## src/rtl/instruction_fetch_if.sv

```systemverilog
// Fetch-unit bus bundle: PC-stage request, byte-wide memory read port and the
// assembled instruction handed downstream.
interface instruction_fetch_if #(
  parameter int ADDRESS_WIDTH = 32
);
  logic [ADDRESS_WIDTH-1:0] program_counter;
  logic                     fetch;
  logic                     flush;
  logic                     mem_read;
  logic [ADDRESS_WIDTH-1:0] mem_address;
  logic                     mem_ready;
  logic [7:0]               mem_data;
  logic [31:0]              instruction;
  logic                     instruction_valid;
  logic                     instruction_ready;
  logic                     misaligned;
  logic                     busy;

  // The fetch unit drives memory requests and the instruction word.
  modport master (
    input  program_counter, fetch, flush, mem_ready, mem_data, instruction_ready,
    output mem_read, mem_address, instruction, instruction_valid, misaligned, busy
  );

  // The surrounding pipeline and memory.
  modport slave (
    output program_counter, fetch, flush, mem_ready, mem_data, instruction_ready,
    input  mem_read, mem_address, instruction, instruction_valid, misaligned, busy
  );
endinterface

```

## src/rtl/instruction_fetch.sv

```systemverilog
// Fetches a 32-bit little-endian instruction as four byte reads, holds it until
// consumed, and locks into a sticky fault on a misaligned program counter.
module instruction_fetch #(
  parameter int ADDRESS_WIDTH = 32
) (
  input  logic                clock,
  input  logic                reset,
  instruction_fetch_if.master bus
);
  localparam logic [1:0] IDLE  = 2'd0;
  localparam logic [1:0] READ  = 2'd1;
  localparam logic [1:0] DONE  = 2'd2;
  localparam logic [1:0] FAULT = 2'd3;

  logic [1:0]               state;
  logic [1:0]               index;
  logic [ADDRESS_WIDTH-1:0] base;
  logic [31:0]              instruction;
  logic                     start;

  // A new fetch may begin from IDLE, or from DONE in the same cycle the held
  // word is consumed (back-to-back).
  always_comb begin
    // NOTE: every always_comb output gets a default first so no path infers a latch.
    start = 1'b0;
    if (bus.fetch && !bus.flush) begin
      if (state == IDLE)
        start = 1'b1;
      else if (state == DONE && bus.instruction_ready)
        start = 1'b1;
    end
  end

  always_ff @(posedge clock) begin
    // NOTE: sequential state uses non-blocking assignments so every register
    // samples pre-edge values regardless of statement order.
    if (reset) begin
      state       <= IDLE;
      index       <= 2'd0;
      base        <= '0;
      instruction <= '0;
    end else begin
      case (state)
        IDLE, DONE: begin
          if (bus.flush) begin
            state <= IDLE;
            index <= 2'd0;
          end else if (start) begin
            base  <= bus.program_counter;
            index <= 2'd0;
            state <= (bus.program_counter[1:0] == 2'b00) ? READ : FAULT;
          end else if (state == DONE && bus.instruction_ready) begin
            state <= IDLE;
          end
        end
        READ: begin
          if (bus.flush) begin
            state <= IDLE;
            index <= 2'd0;
          end else if (bus.mem_ready) begin
            instruction[{index, 3'b000} +: 8] <= bus.mem_data;
            index <= index + 2'd1;
            if (index == 2'd3)
              state <= DONE;
          end
        end
        default: ; // FAULT is left only through reset
      endcase
    end
  end

  assign bus.mem_read          = (state == READ);
  assign bus.mem_address       = base + ADDRESS_WIDTH'(index);
  assign bus.instruction       = instruction;
  assign bus.instruction_valid = (state == DONE);
  assign bus.misaligned        = (state == FAULT);
  assign bus.busy              = (state != IDLE);

endmodule

```

## src/flat_wrapper.sv

```systemverilog
// flat-port wrapper written by rule: the top's interface ports become plain ports
module instruction_fetch_flat 
#(
  parameter int ADDRESS_WIDTH = 32
)
  (clock, reset, bus_program_counter, bus_fetch, bus_flush, bus_mem_ready, bus_mem_data, bus_instruction_ready, bus_mem_read, bus_mem_address, bus_instruction, bus_instruction_valid, bus_misaligned, bus_busy);
  instruction_fetch_if #(.ADDRESS_WIDTH(ADDRESS_WIDTH)) bus_i ();
  input  logic clock;
  input  logic reset;
  input wire logic [$bits(bus_i.program_counter)-1:0] bus_program_counter;
  input wire logic [$bits(bus_i.fetch)-1:0] bus_fetch;
  input wire logic [$bits(bus_i.flush)-1:0] bus_flush;
  input wire logic [$bits(bus_i.mem_ready)-1:0] bus_mem_ready;
  input wire logic [$bits(bus_i.mem_data)-1:0] bus_mem_data;
  input wire logic [$bits(bus_i.instruction_ready)-1:0] bus_instruction_ready;
  output wire logic [$bits(bus_i.mem_read)-1:0] bus_mem_read;
  output wire logic [$bits(bus_i.mem_address)-1:0] bus_mem_address;
  output wire logic [$bits(bus_i.instruction)-1:0] bus_instruction;
  output wire logic [$bits(bus_i.instruction_valid)-1:0] bus_instruction_valid;
  output wire logic [$bits(bus_i.misaligned)-1:0] bus_misaligned;
  output wire logic [$bits(bus_i.busy)-1:0] bus_busy;
  assign bus_i.program_counter = bus_program_counter;
  assign bus_i.fetch = bus_fetch;
  assign bus_i.flush = bus_flush;
  assign bus_i.mem_ready = bus_mem_ready;
  assign bus_i.mem_data = bus_mem_data;
  assign bus_i.instruction_ready = bus_instruction_ready;
  assign bus_mem_read = bus_i.mem_read;
  assign bus_mem_address = bus_i.mem_address;
  assign bus_instruction = bus_i.instruction;
  assign bus_instruction_valid = bus_i.instruction_valid;
  assign bus_misaligned = bus_i.misaligned;
  assign bus_busy = bus_i.busy;
  instruction_fetch #(.ADDRESS_WIDTH(ADDRESS_WIDTH)) u_core (.clock(clock), .reset(reset), .bus(bus_i));
endmodule
```

## config.mk

```make
export PLATFORM = sky130hd
export DESIGN_NAME = instruction_fetch_flat
export DESIGN_NICKNAME = d
export VERILOG_FILES = /design/src/rtl/instruction_fetch_if.sv /design/src/rtl/instruction_fetch.sv /design/src/flat_wrapper.sv
export SDC_FILE = /design/constraint.sdc
export NUM_CORES = 1
export LEC_CHECK = 0
export ABC_AREA = 0
export CAP_MARGIN = 20
export CORE_ASPECT_RATIO = 1.5
export CORE_MARGIN = 2
export CORE_UTILIZATION = 68
export DETAILED_ROUTE_END_ITERATION = 7
export DONT_BUFFER_PORTS = 1
export PLACE_DENSITY = 0.86
export REMOVE_ABC_BUFFERS = 1
export SYNTH_ARGS = -nofsm -noshare
export SYNTH_HDL_FRONTEND = slang
export SYNTH_SLANG_ARGS = --single-unit
```

## constraint.sdc

```tcl
create_clock -name clock -period 3.6 [get_ports clock]
set_input_delay 0.72 -clock clock [delete_from_list [all_inputs] [get_ports clock]]
set_output_delay 0.72 -clock clock [all_outputs]
set_load 0.01 [all_outputs]
```

### Word-level counts from Yosys, hierarchy flattened

Index checks and enable logic that the tools add are counted.

* flip-flop bits (word level): 68
* bits in latches: 0
* memory bits (writable): 0
* memory bits (read-only): 0
* bits of input ports: 46
* output and inout bits: 68
* memories: 0

* $add $sub $neg: 3
* $mul: 0
* div/mod/pow operators: 0
* $lt $le $gt $ge: 0
* equality and inequality tests: 8
* shift operators: 2
* mux-type cells: 17
* bitwise operators: 1
* reductions and logical operators: 12

Operators by type and width (count)
* 32-bit by 2-bit adder with 32-bit output: 1
* 32-bit bitwise mux: 1
* 8-bit by 7-bit variable shift with 32-bit output, first input constant: 1
* 8-bit by 7-bit variable part select with 32-bit output: 1
* 2-bit 2-to-1 mux: 11
* 3-bit AND reduction: 3
* 2-bit case mux with 2 select lines: 2
* 5-bit negation with 7-bit output: 1
* 2-bit == test, second input constant: 3
* 3-bit by 2-bit inequality test with 1-bit output, second input constant: 2
* 2-bit logical NOT: 2
* 4-bit by 2-bit inequality test with 1-bit output, second input constant: 1
* 4-bit AND reduction: 1
* 2-bit nonzero test: 2
* 1-bit 2-to-1 mux: 3
* 3-bit inequality test, second input constant: 1
* 2-bit by 1-bit adder with 2-bit output, second input constant: 1
* 2-bit by 1-bit == test with 1-bit output, second input constant: 1
* 1-bit logical AND: 2
* 2-bit OR reduction: 1
* 1-bit logical NOT: 1
* 1-bit NOT: 1

### Longest topological paths before layout

Gate-level depths: netlist (run 1).

* word-level depth: 8
* gate-level depth with buffers: 8
* mapped depth without buffers: 7

### Worst setup path before layout (run 1)

No wires, ideal clock.

* kind: register to output
* from: reg u_core.index[0]
* to: out bus_mem_address[26]
* data arrival time: 2.008 ns
* data required time: 2.880 ns
* setup slack: 0.872 ns
* cell stages (with the launch flop): 9
* path buffers: 1
* cell sequence: dfxtp_1 -> ha_1 -> inv_1 -> fa_1 -> nor2b_1 -> nor3b_2 -> buf_2 -> nand4_1 -> xnor2_1

* word-level cells in the longest chain between the ends: 1

Ends and longest elaborated chain
* from (decl): line instruction_fetch.sv:16 `logic [1:0] index;`
* from (signal assigned): line instruction_fetch.sv:62 `index <= index + 2'd1;`
* 32-bit by 2-bit adder with 32-bit output: line instruction_fetch.sv:73 `assign bus.mem_address = base + ADDRESS_WIDTH'(index);`
* to (decl): line flat_wrapper.sv:17 `output wire logic [$bits(bus_i.mem_address)-1:0] bus_mem_address;`

No other way between the ends.

### Worst setup path after layout (run 1)

* from: reg u_core.index[0]
* to: out bus_mem_address[22]

The elaborated chain is that of the path after synthesis.

==> results of run 1 <==
## routing by layer
layer | vias to the layer above | global-route usage (%) | share of wire [%]
li1 | 1418 | - | -
met1 | 1342 | 26.0 | 36
met2 | 99 | 50.1 | 54
met3 | 8 | 9.74 | 8.9
met4 | 0 | 9.29 | 1.2
met5 | - | 0 | 0
## worst register-to-register path, cell delays in order (launching register included)
cell     delay, ns
dfxtp_1       0.48
inv_1         0.18
ha_1          0.38
nor3b_1       0.74
nand3_1       0.17
a21oi_1       0.19
## state kept, by name, indices dropped and copies added, names as in the netlist
signal,cells
u_core.index,2
u_core.bus.instruction,32
u_core.base,32
u_core.state,2
## layout by cell type, fill, tap and decap left out, types with 2 or more instances in the layout
| cell | instances |
|---|---|
| and2_1 | 7 |
| inv_1 | 7 |
| or3_1 | 2 |
| o21ai_0 | 4 |
| ha_1 | 8 |
| and3_1 | 5 |
| nor2b_1 | 4 |
| xnor2_1 | 27 |
| nor3b_1 | 3 |
| a21oi_1 | 67 |
| bufinv_16 | 2 |
| xor2_1 | 2 |
| buf_4 | 3 |
| nand2_1 | 112 |
| nor2_1 | 4 |
| and4_1 | 5 |
| nand4_1 | 10 |
| o21bai_1 | 2 |
| clkinv_2 | 3 |
| nand3_1 | 44 |
| dfxtp_1 | 68 |
| clkbuf_8 | 9 |
| nor3_1 | 2 |
| nand2b_1 | 2 |
## logic make-up after synthesis
logic type | count (synthesis) | synth area share (%)
buf+inv | 33 | 4.33
simple gates | 208 | 30.7
xor+xnor | 29 | 7.65
mux | 1 | 0.301
compound gates | 78 | 12.4
flops | 68 | 41.0
fa+ha+maj | 9 | 3.62
## path summary, 6_finish.rpt
check / to / slack (ns) / depth (start not counted)
worst min register to register: u_core.base[0] / 0.46 / 2
worst max register to register: u_core.bus.instruction[11] / 1.39 / 5
worst min-delay path: u_core.bus.instruction[7] / 0.44 / 1
worst max-delay path: bus_mem_address[22] / 0.34 / 8
## area by class of cell
class | count | share of cell area (%)
Multi-Input combinational cell | 325 | 51.6
Sequential cell | 68 | 38.6
Clock buffer | 9 | 3.51
Clock inverter | 7 | 2.59
Tap cell | 66 | 2.34
Inverter | 7 | 0.744
Timing Repair Buffer | 3 | 0.638
## stage by stage
step | utilization [%] | cells | power (mW) | hold WS, ns | instance area [µm²]
2_1_floorplan | - | 400 | 0.891 | 0.435 | 3200
5_1_grt | 74.0 | 485 | 1.63 | 0.428 | 3530
6_report | 74.0 | 485 | 1.57 | 0.442 | 3530
3_5_place_dp | 69.5 | 469 | 0.914 | 0.457 | 3320
3_3_place_gp | 69.5 | 469 | 0.910 | 0.445 | 3320
4_1_cts | 74.0 | 485 | 1.58 | 0.434 | 3530
## where the power goes
part	internal, mW	switching, mW
Combinational	0.0372	0.0570
Clock	0.387	0.285
Sequential	0.774	0.0284
Total	1.20	0.370
==> results.ini, run 1 <==
[synthesis]
post_synthesis_sequential_area_ratio_pct = 41.0
dominantRegCellSynth = dfxtp_1
yosys-top-cells-area = dfxtp_1 41%, nand2_1 13%, a21oi_1 10%
yosysWarnings = 0
synthDominantAreaCellType = dfxtp_1
synth.ff_latch_count = 68
asyncSetResetFlopFracSynth_pct = 0
netlist.area_leader.share_pct = 41.0
most_common_cell_in_the_netlist = nand2_1
synthesis.area_per_instance_um2 = 7.80
synth.cells.most_frequent = 112 x nand2_1, 68 x dfxtp_1, 67 x a21oi_1, 44 x nand3_1, 27 x xnor2_1
post_synth_num_cell_types = 39
syn-instance-count = 426
netlist_area_mm2 = 0.00332
synth_enable_flop_cells = 0

[clock_network]
skew_pair_late_insertion_delay_ns = 0.34
clock_sink_count = 68
cts_post_setup_buffers_inserted = 0
clk_pin_slew_worst_paths_ns = 0.07
holdBufCountCts = 0
clk_path_buf_depth = 2
cts.htree.levels = 3
tritoncts_clock_tree = built
cts.repair.resized = 0
cts.root.buffer_cell = clkbuf_8
cts-buffers-inserted = 9

[detailed_routing]
drc_errors = 0
1st_iter_drt_viols = 189
dr_total_vias = 2867
totalWireLength_mm = 7.40
dr.pass1.iters = 4
drt.antenna.violating_nets = 0
post_dr_wirelength_cell_um = 15.3
post_drt_via_cell_ratio = 5.91

[layout]
final_layout_size_suffix_gt1_share_pct = 5.73
multi_input_area_mm2 = 0.00182
area.growth.synth_to_final_pct = 6.29
area.sequential_mm2 = 0.00136
design.final.nets = 469
n_antenna_cell = 0
num-fill-cells = 357

[worst_setup_path]
worst-path-max-fanout = 11
cp.arrival_ns = 2.54
cp.required_ns = 2.88
critical_path_buf_inv_count = 2
slowest_delay_ns = 0.48
rr_startpoint = u_core.index[0]
critical_path.startpoint_type = flop
timing.critical_path.to_type = output port
worstPathCellList = ha_1 > inv_1 > fa_1 > nor2b_1 > nor3b_2 > buf_4 > nand4_1 > xnor2_1
crit_path_start = u_core.index[0]
path_class = flop to output port
cpLargestDelayFamily = adder cells
worst_path_max_delay_cell = dfxtp_1

[pwr]
pwr_density_cell_mw_per_mm2 = 444
power_leakage_nw = 1.19
ir_worst_vdd_v = 0.000331

[placed_design]
detailed_place_hpwl_mm = 5.41
last_weighted_congestion_value_of_the_routability_driven_placer = 0.823
placement.setup.worst_slack_ns = 0.715
place.port_buffers = 0

[sta]
finalWorstSetupSlack_ns = 0.337
setup_viol = 0
timing_hold_violations_final = 0
finalSetupTns_ns = 0
max_freq_mhz = 306
final_min_period_ns = 3.26
worst_pin_slew_ns = 1.01
worst_slew_margin_pct = 32.3
rsz_0062_raised_after_global_routing = no
report.final.slew_viol_count = 0
period_utilization_post_route_pct = 90.6
clock_skew_ns = 0.00671

[global_route]
first_global_vias = 2562
first_pass_grt_wire_length_mm = 11.0
globalRouteTotalUtil_pct = 26.8
gr-total-overflow = 0
antenna_found_initial = 0
grt_start_max_net_pins = 69

[min_path]
hold_path_class = input port to flop
start_point_of_the_worst_hold_path = reset

[floorplan]
initial_util_pct = 69.6
io-pin-count = 114
design.die.area_mm2 = 0.00547
row_count = 31
die_h_um = 89.6
core_region_area_mm2 = 0.00477
dieWidth_um = 61.1

[outcome]
outcome = finished clean

[job]
max-cap-violations = 0

Power figures use the tool's default switching activity.
==> run 2, diff against run 1 <==
- CTS_BUF_LIST: not set -> sky130_fd_sc_hd__clkbuf_4 sky130_fd_sc_hd__clkbuf_8 sky130_fd_sc_hd__clkbuf_16
- CTS_CLUSTER_SIZE: not set -> 20
==> results of run 2 <==
Final layout, timing and power as in run 1 (identical DEF).
==> run 3, diff against run 2 <==
- CAP_MARGIN: 20 -> not set
- CORE_UTILIZATION: 68 -> 71
- CTS_BUF_LIST: sky130_fd_sc_hd__clkbuf_4 sky130_fd_sc_hd__clkbuf_8 sky130_fd_sc_hd__clkbuf_16 -> sky130_fd_sc_hd__clkbuf_8
- PLACE_DENSITY: 0.86 -> 0.89
==> results.ini, run 3 (same netlist as run 1, synthesis figures left out) <==
[outcome]
outcome = finished clean

[pwr]
pwr_density_cell_mw_per_mm2 = 448  ; +0.98%
ir_worst_vdd_v = 0.000367  ; +11%
combinational_group_share_of_total_power_pct = 6.1  ; about the same
switching_power_uw = 375  ; +1.4%
clock_power_share_pct = 42.9  ; about the same
power_leakage_nw = 1.19  ; unchanged
power.share.sequential_pct = 51.0  ; about the same
finalPower_mw = 1.57  ; +0.34%
swShare_pct = 23.9  ; +0.24 points
internal_power_consumption_mw = 1.20  ; about the same

[layout]
design.final.nets = 469  ; unchanged
fin_util_pct = 77.9  ; +3.9 points
layout.cells.most_common = nand2_1
num-fill-cells = 345  ; -3.4%
area.growth.synth_to_final_pct = 5.61
final_layout_size_suffix_gt1_share_pct = 5.73  ; unchanged
most-common-layout-cells = 112 x nand2_1, 68 x dfxtp_1, 67 x a21oi_1
reg_top3 = u_core.base (32), u_core.bus.instruction (32)
n_antenna_cell = 0  ; unchanged

[detailed_routing]
dr_wl_met2_mm = 4.13  ; +3.1%
post_dr_wirelength_cell_um = 16.3  ; +6.9%
routedLengthMet1_mm = 2.77  ; +4.8%
drc_errors = 0  ; unchanged
drt.antenna.violating_nets = 0  ; unchanged
post_drt_via_cell_ratio = 6.19  ; +4.7%
top_layer = met4
totalWireLength_mm = 7.61  ; +2.9%
met3WireLength_um = 619  ; -5.6%
1st_iter_drt_viols = 173  ; -8.5%
dr.pass1.iters = 4  ; unchanged
dr_total_vias = 2890  ; +0.80%

[clock_network]
holdBufCountCts = 0  ; unchanged
cts-buffers-inserted = 9  ; unchanged
clk_pin_slew_worst_paths_ns = 0.07  ; about the same
cts.htree.levels = 3  ; unchanged
clock_sink_count = 68  ; unchanged
clk_path_buf_depth = 2  ; unchanged
tritoncts_clock_tree = built
cts.root.buffer_cell = clkbuf_8
cts.repair.resized = 0  ; unchanged
skew_pair_late_insertion_delay_ns = 0.33  ; about the same
cts_post_setup_buffers_inserted = 0  ; unchanged

[worst_setup_path]
worst-path-max-fanout = 11  ; unchanged
critical_path.startpoint_type = flop
cp.arrival_ns = 2.60  ; +0.06 ns
timing.critical_path.to_type = output port
cp.required_ns = 2.88  ; about the same
path_class = flop to output port

[sta]
clock_skew_ns = 0.00999  ; +0.00327 ns
hold-worst-slack_ns = 0.442  ; -0.000106 ns
period_utilization_post_route_pct = 92.3  ; +1.7 points
finalSetupTns_ns = 0  ; unchanged
max_freq_mhz = 301  ; -1.8%
worst_pin_slew_ns = 1.06  ; +0.0408 ns
report.final.slew_viol_count = 0  ; unchanged
worst_slew_margin_pct = 29.6  ; -2.7 points
timing_hold_violations_final = 0  ; unchanged
rsz_0062_raised_after_global_routing = no
setup_viol = 0  ; unchanged
final_min_period_ns = 3.32  ; +0.0612 ns

[floorplan]
design.die.area_mm2 = 0.00525  ; -4.0%
initial_util_pct = 73.8  ; +4.1 points
dieWidth_um = 59.9  ; -2.0%
die_h_um = 87.8  ; -2.0%
io-pin-count = 114  ; unchanged
core_region_area_mm2 = 0.00450  ; -5.6%
row_count = 30  ; -3.2%

[global_route]
first_global_vias = 2610  ; +1.9%
first_pass_grt_wire_length_mm = 11.9  ; +7.6%
grt_start_max_net_pins = 69  ; unchanged
gr-total-overflow = 0  ; unchanged
globalRouteTotalUtil_pct = 29.6  ; +2.8 points
antenna_found_initial = 0  ; unchanged

[placed_design]
last_weighted_congestion_value_of_the_routability_driven_placer = 0.854  ; +3.8%
detailed_place_hpwl_mm = 5.52  ; +2.0%
place.port_buffers = 0  ; unchanged

[job]
max-cap-violations = 0  ; unchanged

[min_path]
hold_path_class = input port to flop

run 3: worst max-delay path, cell delays in order (launching register included):
cell and delay, ns:
dfxtp_1 0.49, ha_1 0.23, inv_1 0.06, fa_1 0.41
nor2b_1 0.25, nor3b_2 0.21, buf_4 0.21, nand4_1 0.14
xnor2_1 0.28
run 3: layout make-up:
| class | instances | area (µm²) | share of cell area [%] |
|---|---|---|---|
| clock inverters | 7 | 91.3 | 2.60 |
| repair buffers | 3 | 22.5 | 0.642 |
| flip-flops and latches | 68 | 1360 | 38.8 |
| multi-input cells | 325 | 1820 | 52.0 |
| clock buffers | 9 | 124 | 3.53 |
| well taps | 48 | 60.1 | 1.71 |
| inverters | 7 | 26.3 | 0.749 |
run 3: power by group through the flow:
stage | combinational, mW | clock [mW] | sequential [mW]
after floorplan | 0.0789 | 0 | 0.813
after global placement | 0.0928 | 0 | 0.818
after detailed placement | 0.0953 | 0 | 0.819
after CTS | 0.0961 | 0.679 | 0.802
after global routing | 0.108 | 0.708 | 0.806
final | 0.0954 | 0.675 | 0.803
run 3: stage by stage:
step / instances / setup slack [ns] / instance area, µm²
finish: 467 / 0.276 / 3510
global route: 467 / 0.0574 / 3510
CTS: 467 / 0.273 / 3510
detailed placement: 451 / 0.653 / 3290
global placement: 451 / 0.775 / 3290
floorplan: 400 / 0.762 / 3200
run 3: path summary, 6_finish.rpt:
kind	cells after the start	to	slack [ns]	startpoint
worst min register to register	2	u_core.base[0]	0.46	u_core.base[0]
worst min-delay path	1	u_core.bus.instruction[6]	0.44	reset
worst max register to register	5	u_core.bus.instruction[19]	1.35	u_core.index[0]
worst max-delay path	8	bus_mem_address[26]	0.28	u_core.index[0]
run 3: layer usage:
layer / up-vias / track usage [%]
li1: 1426 / -
met1: 1355 / 31.5
met2: 99 / 53.4
met3: 10 / 10.0
met4: 0 / 9.49
met5: - / 0
